$ cat src/rtl/alu_pkg.sv
// Shared ALU definitions: op-code encodings, the BIST vector record and its builder.
package alu_pkg;

    localparam int ALU_W = 32;

    localparam logic [3:0] ALU_AND = 4'b0000;
    localparam logic [3:0] ALU_OR  = 4'b0001;
    localparam logic [3:0] ALU_ADD = 4'b0010;
    localparam logic [3:0] ALU_SUB = 4'b0110;
    localparam logic [3:0] ALU_SLT = 4'b0111;
    localparam logic [3:0] ALU_NOR = 4'b1100;

    typedef struct packed {
        logic [ALU_W-1:0] a;
        logic [ALU_W-1:0] b;
        logic [3:0]       op;
        logic [ALU_W-1:0] exp_result;
        logic             exp_zero;
        logic             exp_ovf;
        logic             ovf_mask;
    } alu_vec_t;

    typedef enum logic [1:0] {
        ST_IDLE,
        ST_SETTLE,
        ST_CHECK,
        ST_DONE
    } bist_state_t;

    function automatic alu_vec_t mk_vec(
        input logic [ALU_W-1:0] a,
        input logic [ALU_W-1:0] b,
        input logic [3:0]       op,
        input logic [ALU_W-1:0] res,
        input logic             zero,
        input logic             ovf,
        input logic             mask
    );
        alu_vec_t v;
        v.a          = a;
        v.b          = b;
        v.op         = op;
        v.exp_result = res;
        v.exp_zero   = zero;
        v.exp_ovf    = ovf;
        v.ovf_mask   = mask;
        return v;
    endfunction

endpackage

$ cat src/rtl/alu_bist_rom.sv
// Fixed ALU self-test vector table; purely combinational index -> vector lookup.
module alu_bist_rom
    import alu_pkg::*;
#(
    parameter int IDX_W = 3
) (
    input  logic [IDX_W-1:0] i_idx,
    output alu_vec_t         o_vec
);

    localparam logic [ALU_W-1:0] W_MAXPOS = {1'b0, {(ALU_W-1){1'b1}}};
    localparam logic [ALU_W-1:0] W_MINNEG = {1'b1, {(ALU_W-1){1'b0}}};
    localparam logic [ALU_W-1:0] W_ONE    = ALU_W'(1);
    localparam logic [ALU_W-1:0] W_TWO    = ALU_W'(2);
    localparam logic [ALU_W-1:0] W_THREE  = ALU_W'(3);
    localparam logic [ALU_W-1:0] W_ZERO   = '0;

    // Overflow is only meaningful (mask=1) for ADD and SUB.
    always_comb begin
        o_vec = '0;
        case (i_idx)
            IDX_W'(0): o_vec = mk_vec(W_TWO,    W_ONE, ALU_AND, W_ZERO,   1'b1, 1'b0, 1'b0);
            IDX_W'(1): o_vec = mk_vec(W_TWO,    W_ONE, ALU_OR,  W_THREE,  1'b0, 1'b0, 1'b0);
            IDX_W'(2): o_vec = mk_vec(W_TWO,    W_ONE, ALU_ADD, W_THREE,  1'b0, 1'b0, 1'b1);
            IDX_W'(3): o_vec = mk_vec(W_TWO,    W_ONE, ALU_SUB, W_ONE,    1'b0, 1'b0, 1'b1);
            IDX_W'(4): o_vec = mk_vec(W_TWO,    W_ONE, ALU_SLT, W_ZERO,   1'b1, 1'b0, 1'b0);
            IDX_W'(5): o_vec = mk_vec(W_ONE,    W_TWO, ALU_SLT, W_ONE,    1'b0, 1'b0, 1'b0);
            IDX_W'(6): o_vec = mk_vec(W_TWO,    W_ONE, ALU_NOR, ~W_THREE, 1'b0, 1'b0, 1'b0);
            IDX_W'(7): o_vec = mk_vec(W_MAXPOS, W_ONE, ALU_ADD, W_MINNEG, 1'b0, 1'b1, 1'b1);
            default:   o_vec = '0;
        endcase
    end

endmodule

$ cat src/rtl/alu_bist.sv
// ALU built-in self-test sequencer: drives the vector table, checks results, reports pass/fail.
// Optional macro ALU_BIST_STOP_ON_FAIL_EN ends the run at the first mismatching vector.
module alu_bist
    import alu_pkg::*;
#(
    parameter int WIDTH   = 32,
    parameter int NUM_VEC = 8,
    localparam int IDX_W  = $clog2(NUM_VEC),
    localparam int CNT_W  = $clog2(NUM_VEC + 1)
) (
    input  logic             clk,
    input  logic             reset,
    input  logic             start,
    output logic             busy,
    output logic             done,
    output logic             pass,
    output logic [CNT_W-1:0] fail_count,
    output logic [IDX_W-1:0] first_fail_idx,
    output logic [WIDTH-1:0] alu_a,
    output logic [WIDTH-1:0] alu_b,
    output logic [3:0]       alu_control,
    input  logic [WIDTH-1:0] alu_result,
    input  logic             alu_zero,
    input  logic             alu_overflow
);

    bist_state_t      r_state;
    bist_state_t      w_state_nxt;
    logic [IDX_W-1:0] r_idx;
    logic [IDX_W-1:0] w_load_idx;
    logic             w_load;
    logic             w_last;
    logic             w_mismatch;
    logic             w_stop;
    alu_vec_t         w_rom_vec;

    logic [WIDTH-1:0] r_alu_a;
    logic [WIDTH-1:0] r_alu_b;
    logic [3:0]       r_alu_control;
    logic [WIDTH-1:0] r_exp_result;
    logic             r_exp_zero;
    logic             r_exp_ovf;
    logic             r_ovf_mask;
    logic [CNT_W-1:0] r_fail_count;
    logic [IDX_W-1:0] r_first_fail_idx;
    logic             r_pass;

    alu_bist_rom #(
        .IDX_W (IDX_W)
    ) u_rom (
        .i_idx (w_load_idx),
        .o_vec (w_rom_vec)
    );

    assign w_last     = (r_idx == IDX_W'(NUM_VEC - 1));
    assign w_mismatch = (alu_result != r_exp_result)
                     || (alu_zero != r_exp_zero)
                     || (r_ovf_mask && (alu_overflow != r_exp_ovf));

`ifdef ALU_BIST_STOP_ON_FAIL_EN
    assign w_stop = w_mismatch;
`else
    assign w_stop = 1'b0;
`endif

    always_ff @(posedge clk) begin
        if (reset) begin
            r_state <= ST_IDLE;
        end else begin
            r_state <= w_state_nxt;
        end
    end

    // The ROM is addressed by the index about to be loaded, so operands and
    // expectations are registered together and stay stable through SETTLE/CHECK.
    always_comb begin
        w_state_nxt = r_state;
        w_load      = 1'b0;
        w_load_idx  = '0;
        busy        = (r_state != ST_IDLE);
        done        = 1'b0;
        case (r_state)
            ST_IDLE: begin
                if (start) begin
                    w_load      = 1'b1;
                    w_state_nxt = ST_SETTLE;
                end
            end
            ST_SETTLE: begin
                w_state_nxt = ST_CHECK;
            end
            ST_CHECK: begin
                if (w_last || w_stop) begin
                    w_state_nxt = ST_DONE;
                end else begin
                    w_load      = 1'b1;
                    w_load_idx  = r_idx + 1'b1;
                    w_state_nxt = ST_SETTLE;
                end
            end
            ST_DONE: begin
                done        = 1'b1;
                w_state_nxt = ST_IDLE;
            end
            default: begin
                w_state_nxt = ST_IDLE;
            end
        endcase
    end

    always_ff @(posedge clk) begin
        if (reset) begin
            r_idx            <= '0;
            r_alu_a          <= '0;
            r_alu_b          <= '0;
            r_alu_control    <= '0;
            r_exp_result     <= '0;
            r_exp_zero       <= 1'b0;
            r_exp_ovf        <= 1'b0;
            r_ovf_mask       <= 1'b0;
            r_fail_count     <= '0;
            r_first_fail_idx <= '0;
            r_pass           <= 1'b0;
        end else begin
            if (w_load) begin
                r_idx         <= w_load_idx;
                r_alu_a       <= WIDTH'(w_rom_vec.a);
                r_alu_b       <= WIDTH'(w_rom_vec.b);
                r_alu_control <= w_rom_vec.op;
                r_exp_result  <= WIDTH'(w_rom_vec.exp_result);
                r_exp_zero    <= w_rom_vec.exp_zero;
                r_exp_ovf     <= w_rom_vec.exp_ovf;
                r_ovf_mask    <= w_rom_vec.ovf_mask;
            end
            if ((r_state == ST_IDLE) && start) begin
                r_fail_count     <= '0;
                r_first_fail_idx <= '0;
                r_pass           <= 1'b0;
            end
            if ((r_state == ST_CHECK) && w_mismatch) begin
                r_fail_count <= r_fail_count + 1'b1;
                if (r_fail_count == '0) begin
                    r_first_fail_idx <= r_idx;
                end
            end
            // Pass is resolved on the way into DONE so it is valid alongside done.
            if ((r_state == ST_CHECK) && (w_state_nxt == ST_DONE)) begin
                r_pass <= (r_fail_count == '0) && !w_mismatch;
            end
        end
    end

    assign alu_a          = r_alu_a;
    assign alu_b          = r_alu_b;
    assign alu_control    = r_alu_control;
    assign fail_count     = r_fail_count;
    assign first_fail_idx = r_first_fail_idx;
    assign pass           = r_pass;

endmodule

$ cat config.mk
export PLATFORM = sky130hd
export DESIGN_NAME = alu_bist
export DESIGN_NICKNAME = d
export VERILOG_FILES = /design/src/rtl/alu_pkg.sv /design/src/rtl/alu_bist_rom.sv /design/src/rtl/alu_bist.sv
export SDC_FILE = /design/constraint.sdc
export NUM_CORES = 1
export LEC_CHECK = 0
export CORE_MARGIN = 8
export CORE_UTILIZATION = 42
export CTS_BUF_LIST = sky130_fd_sc_hd__clkbuf_4 sky130_fd_sc_hd__clkbuf_8
export DETAILED_ROUTE_END_ITERATION = 10
export PLACE_DENSITY = 0.95
export SLEW_MARGIN = 0
export SYNTH_ARGS = -nofsm -noshare
export SYNTH_HDL_FRONTEND = slang
export SYNTH_SLANG_ARGS = --single-unit
$ cat constraint.sdc
create_clock -name clk -period 4.1 [get_ports clk]
set_input_delay 0.82 -clock clk [delete_from_list [all_inputs] [get_ports clk]]
set_output_delay 0.82 -clock clk [all_outputs]
set_load 0.01 [all_outputs]
==> run_results.csv <==
group,metric,value,unit
status,outcome,"complete, no violations",
clock_network,cts_resized,0,
yosys,synth-edff-count,0,
yosys,ys_ff_latch,26,
setup_path,worstSetupStartpoint,"alu_result[10]",
final_layout,diodes,0,
global_routing,grt.busiest_layer,"met2",
setup_path,r2r-start,"r_state[1]",
die,boundaryPins,115,
setup_path,critPathKind,"in2reg",
sta,fin_setup_tns,0,ns
clock_network,cts_max_path_buffers,2,
route,viasPerCell,4.873,
die,dieArea,7011,sq um
sta,maxSlewViolCount,0,
clock_network,post_cts_buffers,0,
sta,hold_violations,0,
placement,io_buffers,83,
route,dr.pass1.iters,5,
clock_network,cts_sinks,26,
global_routing,use_met3,0.05469,
route,vias,1686,
global_routing,met1_usage,0.1351,
sta,relSlewSlack,0.3311,
power,irDropWorstVdd,0.1747,mV
die,rows,24,
yosys,post_synth.cell_area_avg,7.801,sq um
final_layout,final_area,2481,sq um
clock_network,postCtsHoldBufs,0,
global_routing,grt_pass1_vias,1628,
sta,fmax,366.6,MHz
route,drc_errors,0,
clock_network,cts_tree,"yes",
yosys,seq_area_frac_synth,0.2701,
route,drt-total-wl,4590,um
run,max_cap_viol_count,0,
sta,tightestPinTransition,1.001,ns
setup_path,critPathCaptureType,"flop",
power,p_total,0.5257,mW
placement,place_congestion,0.7978,
die,start_util,0.4395,
power,power.leakage,0.9493,nW
sta,rsz0062_at_grt,"no",
hold_path,hp-class,"reg2reg",
clock_network,h-tree-depth,1,
final_layout,area_delta_synth_final,28.77,%
global_routing,grt_use_total,0.1265,
global_routing,grt_overflow,0,
clock_network,cts-root-buf,"clkbuf_8",
route,first_iter_violations,67,
yosys,ys_async_sr_fraction,0,
setup_path,crit_path_start_kind,"primary input",
sta,skew,0.008010,ns
sta,setup_viol,0,
final_layout,drive_above_1_share,0.02381,
final_layout,fillers,425,
yosys,synthFlopType,"dfxtp_1",
final_layout,fin_nets,343,
setup_path,crit_fanout,9,
global_routing,grt_max_degree,32,
yosys,netlist_area,1927,sq um
setup_path,required,4.23,ns
placement,dpl.hpwl,3825,um
placement,postPlaceCellArea,2440,sq um
global_routing,antenna_found_initial,0,
clock_network,cts_buffers,3,
die,die_width,83.73,um
global_routing,grtUsageMet2,0.2218,
yosys,synth_warnings,0,
yosys,netlist_instances,247,
sta,min_period,2.728,ns
power,power.density,211.9,nW/um^2
die,coreArea,4384,sq um
route,wire_per_inst,13.27,um
setup_path,cp.arrival,2.86,ns
yosys,ys_types,33,
sta,whs,0.4587,ns
die,die_height,83.73,um
route,postRouteAntennaNets,0,
clock_network,worstSkewPairLatency,0.27,ns
global_routing,grt_pass1_wl,7638,um
sta,fin_crit_sh,0.6653,
hold_path,hold_path.startpoint,"first_fail_idx[0]",
clock_network,clk_pin_slew,0.08,ns
-- layer usage --
metal	wire [um]	vias to the layer above	part of all wire
met1	1851	762	0.40
met5	0	-	0
met4	44	0	0.0096
li1	-	841	-
met2	2273	76	0.50
met3	420	7	0.092
-- through the flow --
step / util / setup WS (ns) / std cells
6_report: 0.5659 / 1.372 / 346
5_1_grt: 0.5659 / 1.191 / 346
4_1_cts: 0.5659 / 1.369 / 346
3_5_place_dp: 0.5565 / 1.081 / 343
3_3_place_gp: 0.5565 / 1.099 / 343
2_1_floorplan: - / 1.682 / 277
-- report_power, final --
part	total, mW	switching [mW]	internal [mW]
logic	0.117	0.0587	0.0584
registers	0.268	0.00682	0.261
clock network	0.141	0.0749	0.0659
-- layout by cell type (no fill, tap or decap), types with 2 or more instances in the layout --
cell type / count
a21o_1: 2
nor3_1: 9
clkbuf_8: 3
inv_1: 6
clkdlybuf4s50_1: 83
nand3_1: 13
a211oi_1: 2
a21oi_1: 18
or3b_1: 2
o22ai_1: 2
dfxtp_1: 26
nor2_1: 18
mux2i_1: 4
nand4_1: 6
nand2_1: 23
or3_1: 2
nor4_1: 4
xor2_1: 5
or4_1: 5
nand2b_1: 7
nor3b_1: 2
ha_1: 10
conb_1: 31
and2_1: 2
-- cells in the mapped netlist, types with 2 or more instances --
master	instances	area (sq um)
inv_1	6	22.52
xor2_1	5	43.79
ha_1	10	125.1
nor3_1	9	45.04
a21oi_1	18	90.09
nand3_1	13	65.06
buf_4	62	465.5
or4_1	5	37.54
dfxtp_1	26	520.5
or3b_1	2	17.52
nor2_1	18	67.56
mux2i_1	4	40.04
nor3b_1	2	15.01
a21o_1	2	15.01
o22ai_1	2	12.51
nand2b_1	7	43.79
nor4_1	4	25.02
or3_1	2	12.51
and2_1	2	12.51
nand2_1	23	86.33
a211oi_1	2	15.01
clkbuf_1	7	26.28
nand4_1	6	37.54
-- worst max-delay path, cell delays in order --
cell and delay [ns]:
clkdlybuf4s50_1 0.41, or4_1 0.52, nor4_1 0.26, o22ai_1 0.17
o31ai_4 0.39, mux2i_1 0.23, nor2_1 0.05
-- flip-flops by register name, indices dropped and copies added (netlist names), 2 cells and up --
| signal | flops |
|---|---|
| fail_count | 4 |
| alu_a | 3 |
| first_fail_idx | 3 |
| r_exp_result | 3 |
| r_state | 2 |
| r_idx | 3 |
| alu_control | 4 |
-- path summary, 6_finish.rpt --
kind	to	slack [ns]	cells after the start
min	first_fail_idx[0]	0.46	2
min reg2reg	first_fail_idx[0]	0.46	2
max reg2reg	alu_control[1]	1.47	7
max	fail_count[1]	1.37	7
-- layout make-up --
type | instances | area, sq um | area share
Timing Repair Buffer | 84 | 838.3 | 0.3379
Inverter | 6 | 22.52 | 0.009077
Sequential cell | 26 | 520.5 | 0.2098
Multi-Input combinational cell | 175 | 993.5 | 0.4004
Tap cell | 52 | 65.06 | 0.02622
Clock buffer | 3 | 41.29 | 0.01664
-- cells by family (layout without fill, tap and decap cells) --
group	count (synthesis)	after routing	share of synthesized area
buf+inv	76	93	0.2727
other cells	1	31	0.001946
fa+ha+maj	10	10	0.06494
flops	26	26	0.2701
compound gates	29	29	0.09415
mux	4	4	0.02078
xor+xnor	5	5	0.02273
simple gates	96	96	0.2526
Note: power is estimated with default switching activity, not from simulation.
